==> src/rtl/dc_tag_req_ctrl_if.sv <==
// Core-side and bank-side handshake bundle for the data-cache tag request controller.
// The slave modport is the controller; the master modport is the core plus both tag banks.
interface dc_tag_req_ctrl_if #(
  parameter int unsigned Width   = 24,
  parameter int unsigned ReqBits = 7
);
  logic               core_req_valid;
  logic               core_req_retry;
  logic [Width-1:0]   core_req_data;
  logic [ReqBits-1:0] core_req_type;
  logic               core_req_write;

  logic [Width-1:0]   tag_req_data;
  logic [ReqBits-1:0] tag_req_type;
  logic               tag_req_write;
  logic [2:0]         tag_req_id;
  logic               even_req_valid;
  logic               odd_req_valid;
  logic               even_req_retry;
  logic               odd_req_retry;

  logic               even_ack_valid;
  logic               odd_ack_valid;
  logic               even_ack_retry;
  logic               odd_ack_retry;
  logic [2:0]         even_ack_req;
  logic [2:0]         odd_ack_req;
  logic               even_hit;
  logic               even_miss;
  logic               odd_hit;
  logic               odd_miss;
  logic [2:0]         even_way;
  logic [2:0]         odd_way;

  logic               core_ack_valid;
  logic               core_ack_retry;
  logic               core_ack_hit;
  logic               core_ack_miss;
  logic [2:0]         core_ack_way;
  logic [ReqBits-1:0] core_ack_type;
  logic               core_ack_odd;
  logic               protocol_err;

  modport slave (
    input  core_req_valid, core_req_data, core_req_type, core_req_write,
    output core_req_retry,
    output tag_req_data, tag_req_type, tag_req_write, tag_req_id,
    output even_req_valid, odd_req_valid,
    input  even_req_retry, odd_req_retry,
    input  even_ack_valid, odd_ack_valid, even_ack_req, odd_ack_req,
    input  even_hit, even_miss, odd_hit, odd_miss, even_way, odd_way,
    output even_ack_retry, odd_ack_retry,
    output core_ack_valid, core_ack_hit, core_ack_miss, core_ack_way, core_ack_type,
    output core_ack_odd, protocol_err,
    input  core_ack_retry
  );

  modport master (
    output core_req_valid, core_req_data, core_req_type, core_req_write,
    input  core_req_retry,
    input  tag_req_data, tag_req_type, tag_req_write, tag_req_id,
    input  even_req_valid, odd_req_valid,
    output even_req_retry, odd_req_retry,
    output even_ack_valid, odd_ack_valid, even_ack_req, odd_ack_req,
    output even_hit, even_miss, odd_hit, odd_miss, even_way, odd_way,
    input  even_ack_retry, odd_ack_retry,
    input  core_ack_valid, core_ack_hit, core_ack_miss, core_ack_way, core_ack_type,
    input  core_ack_odd, protocol_err,
    output core_ack_retry
  );
endinterface

==> src/rtl/dc_tag_req_ctrl.sv <==
// Steers core tag lookups to the even/odd bank by index bit and returns bank results
// to the core in issue order through an 8-entry reorder buffer.
module dc_tag_req_ctrl #(
  parameter int unsigned Width   = 24,
  parameter int unsigned ReqBits = 7,
  parameter int unsigned IdxBit  = 10
) (
  input logic              i_clk,
  input logic              i_rst_n,
  dc_tag_req_ctrl_if.slave io_bus
);
  localparam int unsigned Depth = 8;

  // Issue stage
  logic               r_iss_valid, w_iss_valid_d;
  logic [Width-1:0]   r_iss_data, w_iss_data_d;
  logic [ReqBits-1:0] r_iss_type, w_iss_type_d;
  logic               r_iss_write, w_iss_write_d;
  logic [2:0]         r_iss_id, w_iss_id_d;

  // Reorder buffer bookkeeping
  logic [3:0]         r_count, w_count_d;
  logic [2:0]         r_alloc_ptr, w_alloc_ptr_d;
  logic [2:0]         r_ret_ptr, w_ret_ptr_d;
  logic [Depth-1:0]   r_done, w_done_d;
  logic [Depth-1:0]   r_hit, w_hit_d;
  logic [Depth-1:0]   r_miss, w_miss_d;
  logic [Depth-1:0]   r_odd, w_odd_d;
  logic [2:0]         r_way [Depth];
  logic [2:0]         w_way_d [Depth];
  logic [ReqBits-1:0] r_type [Depth];
  logic [ReqBits-1:0] w_type_d [Depth];
  logic               r_err, w_err_d;

  logic       w_iss_odd, w_sel_retry, w_stall, w_req_retry, w_accept;
  logic       w_ack_valid, w_retire;
  logic [2:0] w_even_off, w_odd_off;
  logic       w_even_err, w_odd_err;

  assign w_iss_odd   = r_iss_data[IdxBit];
  assign w_sel_retry = w_iss_odd ? io_bus.odd_req_retry : io_bus.even_req_retry;
  assign w_stall     = r_iss_valid & w_sel_retry;
  assign w_req_retry = (r_count == 4'd8) | w_stall;
  assign w_accept    = io_bus.core_req_valid & ~w_req_retry;
  assign w_ack_valid = r_done[r_ret_ptr] & (r_count != 4'd0);
  assign w_retire    = w_ack_valid & ~io_bus.core_ack_retry;

  // An ID is outstanding when its distance from ret_ptr is below count.
  assign w_even_off = io_bus.even_ack_req - r_ret_ptr;
  assign w_odd_off  = io_bus.odd_ack_req - r_ret_ptr;
  assign w_even_err = io_bus.even_ack_valid & (({1'b0, w_even_off} >= r_count) |
                      r_done[io_bus.even_ack_req] | r_odd[io_bus.even_ack_req] |
                      (io_bus.even_hit == io_bus.even_miss));
  assign w_odd_err  = io_bus.odd_ack_valid & (({1'b0, w_odd_off} >= r_count) |
                      r_done[io_bus.odd_ack_req] | ~r_odd[io_bus.odd_ack_req] |
                      (io_bus.odd_hit == io_bus.odd_miss));

  always_comb begin
    w_iss_valid_d = r_iss_valid;
    w_iss_data_d  = r_iss_data;
    w_iss_type_d  = r_iss_type;
    w_iss_write_d = r_iss_write;
    w_iss_id_d    = r_iss_id;
    w_alloc_ptr_d = r_alloc_ptr;
    w_ret_ptr_d   = r_ret_ptr;
    w_count_d     = r_count + {3'b000, w_accept} - {3'b000, w_retire};
    w_done_d      = r_done;
    w_hit_d       = r_hit;
    w_miss_d      = r_miss;
    w_odd_d       = r_odd;
    w_way_d       = r_way;
    w_type_d      = r_type;
    w_err_d       = r_err | w_even_err | w_odd_err;

    if (w_accept) begin
      w_iss_valid_d          = 1'b1;
      w_iss_data_d           = io_bus.core_req_data;
      w_iss_type_d           = io_bus.core_req_type;
      w_iss_write_d          = io_bus.core_req_write;
      w_iss_id_d             = r_alloc_ptr;
      w_alloc_ptr_d          = r_alloc_ptr + 3'd1;
      w_done_d[r_alloc_ptr]  = 1'b0;
      w_type_d[r_alloc_ptr]  = io_bus.core_req_type;
      w_odd_d[r_alloc_ptr]   = io_bus.core_req_data[IdxBit];
    end else if (!w_stall) begin
      w_iss_valid_d = 1'b0;
    end

    if (w_retire) begin
      w_ret_ptr_d          = r_ret_ptr + 3'd1;
      w_done_d[r_ret_ptr]  = 1'b0;
    end

    // Bank acks are applied last; data is captured even when the ack is erroneous.
    if (io_bus.even_ack_valid) begin
      w_done_d[io_bus.even_ack_req] = 1'b1;
      w_hit_d[io_bus.even_ack_req]  = io_bus.even_hit;
      w_miss_d[io_bus.even_ack_req] = io_bus.even_miss;
      w_way_d[io_bus.even_ack_req]  = io_bus.even_way;
    end
    if (io_bus.odd_ack_valid) begin
      w_done_d[io_bus.odd_ack_req] = 1'b1;
      w_hit_d[io_bus.odd_ack_req]  = io_bus.odd_hit;
      w_miss_d[io_bus.odd_ack_req] = io_bus.odd_miss;
      w_way_d[io_bus.odd_ack_req]  = io_bus.odd_way;
    end
  end

  always_ff @(posedge i_clk or negedge i_rst_n) begin
    if (!i_rst_n) begin
      r_iss_valid <= 1'b0;
      r_iss_data  <= '0;
      r_iss_type  <= '0;
      r_iss_write <= 1'b0;
      r_iss_id    <= '0;
      r_alloc_ptr <= '0;
      r_ret_ptr   <= '0;
      r_count     <= '0;
      r_done      <= '0;
      r_hit       <= '0;
      r_miss      <= '0;
      r_odd       <= '0;
      r_way       <= '{default: '0};
      r_type      <= '{default: '0};
      r_err       <= 1'b0;
    end else begin
      r_iss_valid <= w_iss_valid_d;
      r_iss_data  <= w_iss_data_d;
      r_iss_type  <= w_iss_type_d;
      r_iss_write <= w_iss_write_d;
      r_iss_id    <= w_iss_id_d;
      r_alloc_ptr <= w_alloc_ptr_d;
      r_ret_ptr   <= w_ret_ptr_d;
      r_count     <= w_count_d;
      r_done      <= w_done_d;
      r_hit       <= w_hit_d;
      r_miss      <= w_miss_d;
      r_odd       <= w_odd_d;
      r_way       <= w_way_d;
      r_type      <= w_type_d;
      r_err       <= w_err_d;
    end
  end

  assign io_bus.core_req_retry = w_req_retry;
  assign io_bus.tag_req_data   = r_iss_valid ? r_iss_data : '0;
  assign io_bus.tag_req_type   = r_iss_valid ? r_iss_type : '0;
  assign io_bus.tag_req_write  = r_iss_valid & r_iss_write;
  assign io_bus.tag_req_id     = r_iss_valid ? r_iss_id : '0;
  assign io_bus.even_req_valid = r_iss_valid & ~w_iss_odd;
  assign io_bus.odd_req_valid  = r_iss_valid & w_iss_odd;
  assign io_bus.even_ack_retry = 1'b0;
  assign io_bus.odd_ack_retry  = 1'b0;
  assign io_bus.core_ack_valid = w_ack_valid;
  assign io_bus.core_ack_hit   = r_hit[r_ret_ptr];
  assign io_bus.core_ack_miss  = r_miss[r_ret_ptr];
  assign io_bus.core_ack_way   = r_way[r_ret_ptr];
  assign io_bus.core_ack_type  = r_type[r_ret_ptr];
  assign io_bus.core_ack_odd   = r_odd[r_ret_ptr];
  assign io_bus.protocol_err   = r_err;
endmodule

==> src/flat_wrapper.sv <==
// flat-port wrapper written by rule: the top's interface ports become plain ports
module dc_tag_req_ctrl_flat 
#(
  parameter int unsigned Width   = 24,
  parameter int unsigned ReqBits = 7,
  parameter int unsigned IdxBit  = 10
)
  (i_clk, i_rst_n, io_bus_core_req_valid, io_bus_core_req_data, io_bus_core_req_type, io_bus_core_req_write, io_bus_core_req_retry, io_bus_tag_req_data, io_bus_tag_req_type, io_bus_tag_req_write, io_bus_tag_req_id, io_bus_even_req_valid, io_bus_odd_req_valid, io_bus_even_req_retry, io_bus_odd_req_retry, io_bus_even_ack_valid, io_bus_odd_ack_valid, io_bus_even_ack_req, io_bus_odd_ack_req, io_bus_even_hit, io_bus_even_miss, io_bus_odd_hit, io_bus_odd_miss, io_bus_even_way, io_bus_odd_way, io_bus_even_ack_retry, io_bus_odd_ack_retry, io_bus_core_ack_valid, io_bus_core_ack_hit, io_bus_core_ack_miss, io_bus_core_ack_way, io_bus_core_ack_type, io_bus_core_ack_odd, io_bus_protocol_err, io_bus_core_ack_retry);
  dc_tag_req_ctrl_if #(.Width(Width), .ReqBits(ReqBits)) io_bus_i ();
  input logic i_clk;
  input logic i_rst_n;
  input wire logic [$bits(io_bus_i.core_req_valid)-1:0] io_bus_core_req_valid;
  input wire logic [$bits(io_bus_i.core_req_data)-1:0] io_bus_core_req_data;
  input wire logic [$bits(io_bus_i.core_req_type)-1:0] io_bus_core_req_type;
  input wire logic [$bits(io_bus_i.core_req_write)-1:0] io_bus_core_req_write;
  output wire logic [$bits(io_bus_i.core_req_retry)-1:0] io_bus_core_req_retry;
  output wire logic [$bits(io_bus_i.tag_req_data)-1:0] io_bus_tag_req_data;
  output wire logic [$bits(io_bus_i.tag_req_type)-1:0] io_bus_tag_req_type;
  output wire logic [$bits(io_bus_i.tag_req_write)-1:0] io_bus_tag_req_write;
  output wire logic [$bits(io_bus_i.tag_req_id)-1:0] io_bus_tag_req_id;
  output wire logic [$bits(io_bus_i.even_req_valid)-1:0] io_bus_even_req_valid;
  output wire logic [$bits(io_bus_i.odd_req_valid)-1:0] io_bus_odd_req_valid;
  input wire logic [$bits(io_bus_i.even_req_retry)-1:0] io_bus_even_req_retry;
  input wire logic [$bits(io_bus_i.odd_req_retry)-1:0] io_bus_odd_req_retry;
  input wire logic [$bits(io_bus_i.even_ack_valid)-1:0] io_bus_even_ack_valid;
  input wire logic [$bits(io_bus_i.odd_ack_valid)-1:0] io_bus_odd_ack_valid;
  input wire logic [$bits(io_bus_i.even_ack_req)-1:0] io_bus_even_ack_req;
  input wire logic [$bits(io_bus_i.odd_ack_req)-1:0] io_bus_odd_ack_req;
  input wire logic [$bits(io_bus_i.even_hit)-1:0] io_bus_even_hit;
  input wire logic [$bits(io_bus_i.even_miss)-1:0] io_bus_even_miss;
  input wire logic [$bits(io_bus_i.odd_hit)-1:0] io_bus_odd_hit;
  input wire logic [$bits(io_bus_i.odd_miss)-1:0] io_bus_odd_miss;
  input wire logic [$bits(io_bus_i.even_way)-1:0] io_bus_even_way;
  input wire logic [$bits(io_bus_i.odd_way)-1:0] io_bus_odd_way;
  output wire logic [$bits(io_bus_i.even_ack_retry)-1:0] io_bus_even_ack_retry;
  output wire logic [$bits(io_bus_i.odd_ack_retry)-1:0] io_bus_odd_ack_retry;
  output wire logic [$bits(io_bus_i.core_ack_valid)-1:0] io_bus_core_ack_valid;
  output wire logic [$bits(io_bus_i.core_ack_hit)-1:0] io_bus_core_ack_hit;
  output wire logic [$bits(io_bus_i.core_ack_miss)-1:0] io_bus_core_ack_miss;
  output wire logic [$bits(io_bus_i.core_ack_way)-1:0] io_bus_core_ack_way;
  output wire logic [$bits(io_bus_i.core_ack_type)-1:0] io_bus_core_ack_type;
  output wire logic [$bits(io_bus_i.core_ack_odd)-1:0] io_bus_core_ack_odd;
  output wire logic [$bits(io_bus_i.protocol_err)-1:0] io_bus_protocol_err;
  input wire logic [$bits(io_bus_i.core_ack_retry)-1:0] io_bus_core_ack_retry;
  assign io_bus_i.core_req_valid = io_bus_core_req_valid;
  assign io_bus_i.core_req_data = io_bus_core_req_data;
  assign io_bus_i.core_req_type = io_bus_core_req_type;
  assign io_bus_i.core_req_write = io_bus_core_req_write;
  assign io_bus_core_req_retry = io_bus_i.core_req_retry;
  assign io_bus_tag_req_data = io_bus_i.tag_req_data;
  assign io_bus_tag_req_type = io_bus_i.tag_req_type;
  assign io_bus_tag_req_write = io_bus_i.tag_req_write;
  assign io_bus_tag_req_id = io_bus_i.tag_req_id;
  assign io_bus_even_req_valid = io_bus_i.even_req_valid;
  assign io_bus_odd_req_valid = io_bus_i.odd_req_valid;
  assign io_bus_i.even_req_retry = io_bus_even_req_retry;
  assign io_bus_i.odd_req_retry = io_bus_odd_req_retry;
  assign io_bus_i.even_ack_valid = io_bus_even_ack_valid;
  assign io_bus_i.odd_ack_valid = io_bus_odd_ack_valid;
  assign io_bus_i.even_ack_req = io_bus_even_ack_req;
  assign io_bus_i.odd_ack_req = io_bus_odd_ack_req;
  assign io_bus_i.even_hit = io_bus_even_hit;
  assign io_bus_i.even_miss = io_bus_even_miss;
  assign io_bus_i.odd_hit = io_bus_odd_hit;
  assign io_bus_i.odd_miss = io_bus_odd_miss;
  assign io_bus_i.even_way = io_bus_even_way;
  assign io_bus_i.odd_way = io_bus_odd_way;
  assign io_bus_even_ack_retry = io_bus_i.even_ack_retry;
  assign io_bus_odd_ack_retry = io_bus_i.odd_ack_retry;
  assign io_bus_core_ack_valid = io_bus_i.core_ack_valid;
  assign io_bus_core_ack_hit = io_bus_i.core_ack_hit;
  assign io_bus_core_ack_miss = io_bus_i.core_ack_miss;
  assign io_bus_core_ack_way = io_bus_i.core_ack_way;
  assign io_bus_core_ack_type = io_bus_i.core_ack_type;
  assign io_bus_core_ack_odd = io_bus_i.core_ack_odd;
  assign io_bus_protocol_err = io_bus_i.protocol_err;
  assign io_bus_i.core_ack_retry = io_bus_core_ack_retry;
  dc_tag_req_ctrl #(.Width(Width), .ReqBits(ReqBits), .IdxBit(IdxBit)) u_core (.i_clk(i_clk), .i_rst_n(i_rst_n), .io_bus(io_bus_i));
endmodule
==> config.mk <==
export PLATFORM = sky130hd
export DESIGN_NAME = dc_tag_req_ctrl_flat
export DESIGN_NICKNAME = d
export VERILOG_FILES = /design/src/rtl/dc_tag_req_ctrl_if.sv /design/src/rtl/dc_tag_req_ctrl.sv /design/src/flat_wrapper.sv
export SDC_FILE = /design/constraint.sdc
export NUM_CORES = 1
export LEC_CHECK = 0
export BUFFER_PORTS_ARGS = -buffer_cell sky130_fd_sc_hd__buf_2
export CORE_AREA = 2 2 159 161
export DETAILED_ROUTE_END_ITERATION = 12
export DIE_AREA = 0 0 161 163
export GPL_TIMING_DRIVEN = 0
export REMOVE_ABC_BUFFERS = 1
export SETUP_SLACK_MARGIN = 0.3
export SYNTH_ARGS = -nofsm -noshare
export SYNTH_HDL_FRONTEND = slang
export SYNTH_SLANG_ARGS = --single-unit
==> constraint.sdc <==
create_clock -name i_clk -period 7.6 [get_ports i_clk]
set_input_delay 0.38 -clock i_clk [delete_from_list [all_inputs] [get_ports i_clk]]
set_output_delay 0.38 -clock i_clk [all_outputs]
set_load 0.01 [all_outputs]
; ---- Word-level counts from Yosys, hierarchy flattened
; Index checks and enable logic that the tools add are counted.
; Widths: inputs -> output; s select.
[op_classes]
n_reduce_logical = 8
magnitude_cmp = 17
bitwise = 32
n_mul = 0
eq_ne = 4
addsub = 6
n_div = 0
shift = 0
mux = 60
[ops]
columns = op, count
row1 = $mux 24, 3
row2 = $mux 8, 8
row3 = $bwmux 56, 1
row4 = $bwmux 24, 2
row5 = $bwmux 8, 5
row6 = $mux 7, 4
row7 = $bmux 1 s3, 8
row8 = $bmux 7 s3, 1
row9 = $demux 7 s3, 1
row10 = $demux 3 s3, 2
row11 = $and 8x8->8, 2
row12 = $ge 4x4->1 const B, 4
row13 = $lt 3x4->1 const B, 4
row14 = $not 3->4, 4
row15 = $not 8->8, 2
row16 = $or 8x8->8, 2
row17 = $mux 1, 15
row18 = $mux 3, 5
row19 = $demux 1 s3, 4
row20 = $ge 3x1->1 const B, 4
row21 = $lt 4x1->1 const B, 3
row22 = $and 1x1->1, 9
row23 = $bmux 3 s3, 1
row24 = $or 1x1->1, 9
row25 = 11 further kinds, 24
[totals]
n_memories = 0
romBits = 0
out_inout_bits = 55
register_bits = 159
latchBits = 0
elab_cells = 156
ram_bits = 0

; ---- Longest topological paths before layout
; Gate-level depths: netlist of run 1.
[depth]
depth_word = 13
depth_mapped = 12

; ---- Worst setup path after synthesis of run 1
; Ideal clock, no wire load.
[synth_path]
kind = flip-flop to flip-flop
from = register u_core.r_ret_ptr[1]
to = register u_core.r_err (netlist: u_core.io_bus.protocol_err)
arrival_time_ps = 2786
stages_incl_launch_ff = 11
path_slack_ps = 4676
required_ps = 7462
period_less_slack_ps = 2924
path_buffers = 1
cell_sequence = dfrtp_1 buf_1 clkinv_1 fa_1 xor2_1 xnor2_1 ha_1 a211oi_1 nor3_1 o41ai_1 o21ai_0
[synth_between]
elab_chain_cells = 8
[synth_lines]
columns = item, line_no
row1 = start: declaration, dc_tag_req_ctrl.sv:24  ; logic [2:0] r_ret_ptr, w_ret_ptr_d;
row2 = start signal: assignment, dc_tag_req_ctrl.sv:133  ; r_ret_ptr <= w_ret_ptr_d;
row3 = $sub 3x3->3, dc_tag_req_ctrl.sv:49  ; assign w_even_off = io_bus.even_ack_req - r_ret_ptr;
row4 = $ge 3x4->1, dc_tag_req_ctrl.sv:51  ; assign w_even_err = io_bus.even_ack_valid & (({1'b0, w_even_off} >= r_count) |
row5 = $or 1x1->1, dc_tag_req_ctrl.sv:51
row6 = $or 1x1->1 (2 in a row), dc_tag_req_ctrl.sv:52  ; r_done[io_bus.even_ack_req] | r_odd[io_bus.even_ack_req] |
row7 = $and 1x1->1, dc_tag_req_ctrl.sv:51
row8 = $or 1x1->1, dc_tag_req_ctrl.sv:73  ; w_err_d = r_err | w_even_err | w_odd_err;
row9 = $or 1x1->1 (*), dc_tag_req_ctrl.sv:73
row10 = via u_core.w_err_d, dc_tag_req_ctrl.sv:33  ; logic r_err, w_err_d;
row11 = end signal: assignment, dc_tag_req_ctrl.sv:141  ; r_err <= w_err_d;
row12 = end: declaration, dc_tag_req_ctrl.sv:33
; Mark *: on every way through the listed nets, which the timed path passes. The rest lies on a longest branch.
; A chain may end at the register's enable or synchronous reset.

; ---- Final worst setup path of run 1
; Ends and elaborated chain as after synthesis.

==> impl_results.md, run 1 <==
- Grt total ovfl: 0
- Critical path peak fanout: 24
- Maximum clock frequency: approximately 240 MHz
- Starting DRT DRC Count: between 300 and 400
- Status: finished, final reports clean
- Leading cell type in the layout, fill and taps excluded: nand2_1
- Final setup viols: 0
- CTS Buffer Depth: 2
- CP peak stage delay: 1.09 ns
- Final Instance Area: roughly 0.0098 mm2
- Leakage power: about 4.7 nW
- Primary FF master, synth: dfrtp_1
- H-tree levels: 4
- Synthesized cell area: between 0.008 and 0.009 mm2
- CTS sink cnt: 159
- Startpoint Class: register
- Post-synthesis cell count: 775
- Post-DP Area: between 0.009 and 0.01 mm2
- Hold Vio Cnt, Final: 0
- Drc violations: 0
- Maximum VDD drop: around 0.18 mV
- DRT Pass-1 Iters: 5
- Resize count post-CTS: 0
- Worst Setup End Kind: register
- Fin crit share: 55.99%
- Flop and latch count out of synthesis: ~160
- Mean Syn Cell Area: roughly 11 um2
- Vias/cell: 4.850
- Initial antenna violation count: 0
- Setup repair after global routing missed its margin: no
- Row count: 58
- Post-DRT Antenna Nets: 0
- WL/cell: around 17 um
- Slew Viols, Final: 0
- Area contributors post-synth: dfrtp_1, mux2_2, nand2_1
- Sequential cell area: ~0.004 mm2
- Post-synth EDFFs: 0
- Max Cap Viol: 0
- DP Worst Slack: about 3.3 ns
- CP max-delay cell: dfrtp_1
- Yosys cell types: a little under 60
- Die Ht: 163 um
- TNS Setup: 0 ns
- First-pass GRT wire length: between 30000 and 40000 um
- Port-buffer cells: roughly 110
- Setup ws final: 3.345 ns
- Root Driver: clkbuf_16
- Min-Delay Path Class: primary input to register
- Area of the die: around 0.026 mm2
- CTS tree: built
- Drt total wl: 20920 um
- Fraction of registers with async set/reset: 100.0%
- Vias after detailed routing: ~5800
- Total power draw: 3.994 mW
- Most frequent cells in the layout: nand2_1, dfrtp_1, buf_2
- # diodes: 0
- Gr usage total: ~17%
- Clock slew at reported path FFs: 0.07 ns
- Share of Yosys cell area claimed by the top area cell type: about 47%
- Post-layout nets: between 900 and 1000
- CP arrival: 4.55 ns
- Share of cells above drive strength 1: approximately 30%
- Area grow syn2layout: 16.21%
- Slew @ Worst Pin: approximately 1.2 ns
- Vias in the first global route: just under 6000
- CTS buffer count: 17
- Crit path time final: between 4 and 5 ns
- RePlAce Congestion: approximately 0.79
- Largest net degree at the start of global routing: 83
- Multi-input logic area: 0.004185 mm2
- Synth Warn #: 0
- Area leader, netlist: dfrtp_1
- Data required, critical path: ~7.9 ns
- Critical path class: register to register
- Core region area: around 0.025 mm2
- Clock skew: ~0.012 ns
- Sequential share of the synthesized area: 46.96%
- Filler cells: 2455
- Initial Util: about 34%
- Die outline width: 161 um
- Max_slew headroom: between 20% and 30%
- DPL Wire Length: approximately 14000 um
- Cell Pwr Density: between 400 and 500 mW/mm2
- Clock Latency Late Sink: ~0.44 ns
- Number of top-level pins: 111
- CP Cell Sequence: clkinv_1 > fa_1 > xor2_1 > xnor2_1 > ha_1 > a211oi_1 > nor3_1 > o41ai_1 > o21ai_0
registers in the layout, summed over array words and instances, names as in the netlist:
name,cells
u_core.r_iss_id,3
u_core.r_type,56
u_core.r_way,24
u_core.r_alloc_ptr,3
u_core.r_iss_data,24
u_core.r_iss_valid,1
u_core.r_iss_type,7
u_core.r_miss,8
u_core.r_iss_write,1
u_core.r_hit,8
u_core.r_ret_ptr,3
u_core.r_done,8
u_core.r_count,4
u_core.io_bus.protocol_err,1
u_core.r_odd,8
critical path, delay by kind of cell (launching register included):
family | cells | cell delay, ns
flip-flops | 1 | 1.09
adder cells (fa/ha/maj) | 2 | 0.93
buffers and inverters | 1 | 0.91
AO/OA/AOI/OAI | 3 | 0.75
XOR/XNOR | 2 | 0.32
AND/OR/NAND/NOR | 1 | 0.10
routing by layer:
metal	vias up	share of wire [%]	wire [um]	GRT usage, %
li1	2802	-	-	-
met1	2875	45	9394	21.40
met2	105	50	10420	28.38
met3	23	3.6	744	3.438
met4	0	1.7	359	5.601
met5	-	0	0	0
path summary, 6_finish.rpt:
path                                               start                    endpoint  slack (ns)  cells past startpoint
worst max-delay path                 u_core.r_ret_ptr[1]  u_core.io_bus.protocol_err        3.34                      9
worst min-delay path            io_bus_core_req_data[22]       u_core.r_iss_data[22]        0.12                      3
worst max register to register       u_core.r_ret_ptr[1]  u_core.io_bus.protocol_err        3.34                      9
worst min register to register      u_core.r_iss_type[3]        u_core.r_iss_type[3]        0.47                      2
max in group asynchronous                        i_rst_n             u_core.r_hit[2]        6.27                      3
min in group asynchronous                        i_rst_n           u_core.r_type[33]        0.50                      2
cell type report:
type                    count  share of cell area (%)
clock buffers              19                   4.600
clock inverters            13                   1.207
inverters                  20                  0.8132
multi-input cells         544                   42.50
flip-flops and latches    159                   40.43
well taps                 330                   4.193
repair buffers            112                   6.252
through the flow:
stage          utilization [%]  std cells  hold slack, ns
3_5_place_dp             37.48       1163          0.4221
3_3_place_gp             37.24       1161          0.4515
2_1_floorplan                -        723         0.08441
6_report                 39.91       1197          0.1222
4_1_cts                  39.84       1196          0.1085
5_1_grt                  39.91       1197          0.1117
what timing repair did:
item                      4_1_cts  5_1_grt
hold buffers                    1        0
buffers inserted                0        0
hold endpoints to repair       81        0
synthesized netlist by cell type, types with 3 or more instances:
master,instances
nor3b_1,4
clkbuf_1,30
nand2b_1,7
nor2_1,40
nor3_1,5
mux2_4,10
mux4_2,26
mux2i_1,42
mux2_2,55
buf_1,6
inv_1,17
nand3_1,3
nor2b_1,8
nand4_1,4
and2_1,36
ha_1,16
xor2_1,6
o311ai_2,3
buf_2,11
nor2_8,3
a31oi_1,4
dfrtp_1,159
a21oi_1,27
nand2_1,162
and3_1,5
buf_4,4
nand2_2,4
xnor2_1,6
a21boi_0,3
fa_1,3
mux2_1,8
o21ai_0,24
cells by family after synthesis:
| logic type | Yosys count | share of synthesized area, % |
|---|---|---|
| and+or+nand+nor | 291 | 16.61 |
| DFF | 159 | 46.96 |
| muxes | 141 | 22.02 |
| AOI/OAI and AO/OA | 79 | 6.246 |
| buffers and inverters | 73 | 3.810 |
| adders and majority gates | 19 | 3.071 |
| xor gates and xnor gates | 12 | 1.240 |
| other | 1 | 0.04426 |
report_power, final:
| group | total [mW] | internal, mW | switching, mW |
|---|---|---|---|
| Sequential | 1.53 | 1.20 | 0.321 |
| Clock | 0.837 | 0.447 | 0.390 |
| Combinational | 1.63 | 0.855 | 0.776 |
| Total | 3.99 | 2.51 | 1.49 |
No activity file was read; power rests on OpenSTA's default activity.
==> inputs of run 2 (changes only) <==
clock period = 3.5 ns   (was 7.6 ns; I/O delays follow)
==> impl_results.md, run 2 (same netlist as run 1, synthesis figures left out) <==
- Most frequent cells in the layout: nand2_1, dfrtp_1, buf_2
- Setup repair after global routing missed its margin: yes
- Slew Viols, Final: 0 (unchanged)
- CP arrival: 3.44 ns (-1.11 ns)
- First-pass GRT wire length: 34370 um (+1.5%)
- Vias/cell: 4.864 (+0.30%)
- Critical path peak fanout: 24 (unchanged)
- Largest net degree at the start of global routing: 83 (unchanged)
- Clock group share of total power: 20.8% (-0.2 points)
- Critical path class: register to register
- Int Pwr: 5.467 mW (+120%)
- Vias in the first global route: 6090 (+2.1%)
- Final Instance Area: 0.01010 mm2 (+2.6%)
- WL/cell: 17.36 um (-0.64%)
- Maximum clock frequency: 317.7 MHz (+35%)
- Min-Delay Path Class: primary input to register
- CTS buffer count: 17 (unchanged)
- Filler cells: 2424 (-1.3%)
- Total power draw: 8.709 mW (+120%)
- Share of cells above drive strength 1: 29.18% (-0.46 points)
- DP Worst Slack: -0.7891 ns (-4.100 ns)
- Starting DRT DRC Count: 327 (-14%)
- Slew @ Worst Pin: 1.174 ns (-0.01056 ns)
- Row count: 58 (unchanged)
- Final setup viols: 0 (unchanged)
- Post-layout util: 40.94% (+1.0 points)
- Post-DRT Antenna Nets: 0 (unchanged)
- Grt total ovfl: 0 (unchanged)
- Largest registers: u_core.r_type (56), u_core.r_iss_data (24), u_core.r_way (24)
- Clock slew at reported path FFs: 0.07 ns (about the same)
- CTS tree: built
- Initial antenna violation count: 0 (unchanged)
- Drt total wl: 21200 um (+1.4%)
- Vias after detailed routing: 5939 (+2.3%)
- Maximum VDD drop: 0.3956 mV (+120%)
- Core region area: 0.02467 mm2 (unchanged)
- Root Driver: clkbuf_16
- Clock skew: 0.01952 ns (+0.007135 ns)
- Initial Util: 34.34% (unchanged)
- Crit path time final: 3.148 ns (-1.108 ns)
- # diodes: 0 (unchanged)
- Drc violations: 0 (unchanged)
- DRT Pass-1 Iters: 5 (unchanged)
- Max Cap Viol: 0 (unchanged)
- Area of the die: 0.02624 mm2 (unchanged)
- Post-DP Area: 0.009248 mm2 (unchanged)
- Setup ws final: 0.3523 ns (-2.992 ns)
- Startpoint Class: register
- Gr usage total: 16.93% (+0.21 points)
- Die Ht: 163 um (unchanged)
- Fin crit share: 89.93% (+34 points)
- Post-layout nets: 953 (+2.6%)
- Sequential share of power: 38.2% (about the same)
- TNS Setup: 0 ns (unchanged)
- Die outline width: 161 um (unchanged)
- Area grow syn2layout: 19.21%
- DPL Wire Length: 13590 um (unchanged)
- Number of top-level pins: 111 (unchanged)
- Leading cell type in the layout, fill and taps excluded: nand2_1
- Hold Vio Cnt, Final: 0 (unchanged)
- Cell Pwr Density: 862.2 mW/mm2 (+110%)
- CTS sink cnt: 159 (unchanged)
- Data required, critical path: 3.79 ns (-4.11 ns)
- H-tree levels: 4 (unchanged)
- Clock Latency Late Sink: 0.44 ns (about the same)
- Number of flip-flops in the largest register: 56 (unchanged)
- Net Sw Power: 3.242 mW (+120%)
- CTS Buffer Depth: 2 (unchanged)
- Max_slew headroom: 21.15% (+0.71 points)
- Gate power share: 41.0% (+0.2 points)
- Port-buffer cells: 108 (unchanged)
- Status: finished, final reports clean
- Leakage power: 4.787 nW (+2.2%)
- RePlAce Congestion: 0.7886 (unchanged)
- Top reg by flops: u_core.r_type
- Switching share of total power: 37.22% (about the same)
- Worst Setup End Kind: register
==> run 2: cell count changes in the layout (fill, tap and decap cells not counted), sizes merged <==
cell / before / now
dlygate4sd3: 1 / 25
==> run 2: power by group through the flow <==
| stage | logic [mW] | clock network (mW) | registers, mW |
|---|---|---|---|
| final | 3.57 | 1.81 | 3.33 |
| after CTS | 3.61 | 1.86 | 3.32 |
| after detailed placement | 3.58 | 0 | 3.35 |
| after global placement | 3.42 | 0 | 3.41 |
| after floorplan | 2.56 | 0 | 3.14 |
| after global routing | 3.97 | 1.93 | 3.45 |
==> run 2: what timing repair did <==
action	CTS	global route
hold buffers	25	0
endpoints found under the setup margin	78	34
buffers inserted	0	0
hold endpoints to repair	105	0
gates resized for setup	3	3
==> run 2: worst paths after layout <==
check,cells after the start,endpoint,start,slack [ns]
max,9,u_core.io_bus.protocol_err,u_core.r_ret_ptr[1],0.35
min,3,u_core.r_iss_type[1],io_bus_core_req_type[1],0.03
max reg2reg,9,u_core.io_bus.protocol_err,u_core.r_ret_ptr[1],0.35
min reg2reg,2,u_core.r_iss_type[3],u_core.r_iss_type[3],0.47
max in group asynchronous,3,u_core.r_hit[2],i_rst_n,2.37
min in group asynchronous,2,u_core.r_type[33],i_rst_n,0.29
==> run 2: worst max-delay path, stage by stage, from the launching register on <==
cell	delay, ns
dfrtp_4	0.67
clkinv_2	0.38
fa_1	0.52
xor2_1	0.18
xnor2_1	0.14
ha_1	0.25
a211oi_1	0.23
nor3_1	0.10
o41ai_1	0.37
o21ai_0	0.15
==> run 2: metrics by stage <==
step                cells  hold WS, ns
floorplan             723      -0.1206
global placement     1161       0.3665
detailed placement   1163       0.2171
CTS                  1220     0.009885
global route         1221      0.05585
finish               1221      0.02784
==> run 2: layer usage <==
| metal | vias up | GRT usage, % | wire length [um] |
|---|---|---|---|
| li1 | 2855 | - | - |
| met1 | 2933 | 21.59 | 9535 |
| met2 | 126 | 28.93 | 10520 |
| met3 | 25 | 3.412 | 758 |
| met4 | 0 | 5.601 | 384 |
| met5 | - | 0 | 0 |
==> run 2: cell type report <==
| cell class | instances | area (um2) | area share (%) |
|---|---|---|---|
| Clock inverter | 13 | 118.9 | 1.177 |
| Timing Repair Buffer | 136 | 855.8 | 8.473 |
| Inverter | 20 | 81.33 | 0.8052 |
| Tap cell | 330 | 412.9 | 4.088 |
| Clock buffer | 19 | 452.9 | 4.484 |
| Multi-Input combinational cell | 544 | 4190 | 41.48 |
| Sequential cell | 159 | 3989 | 39.49 |
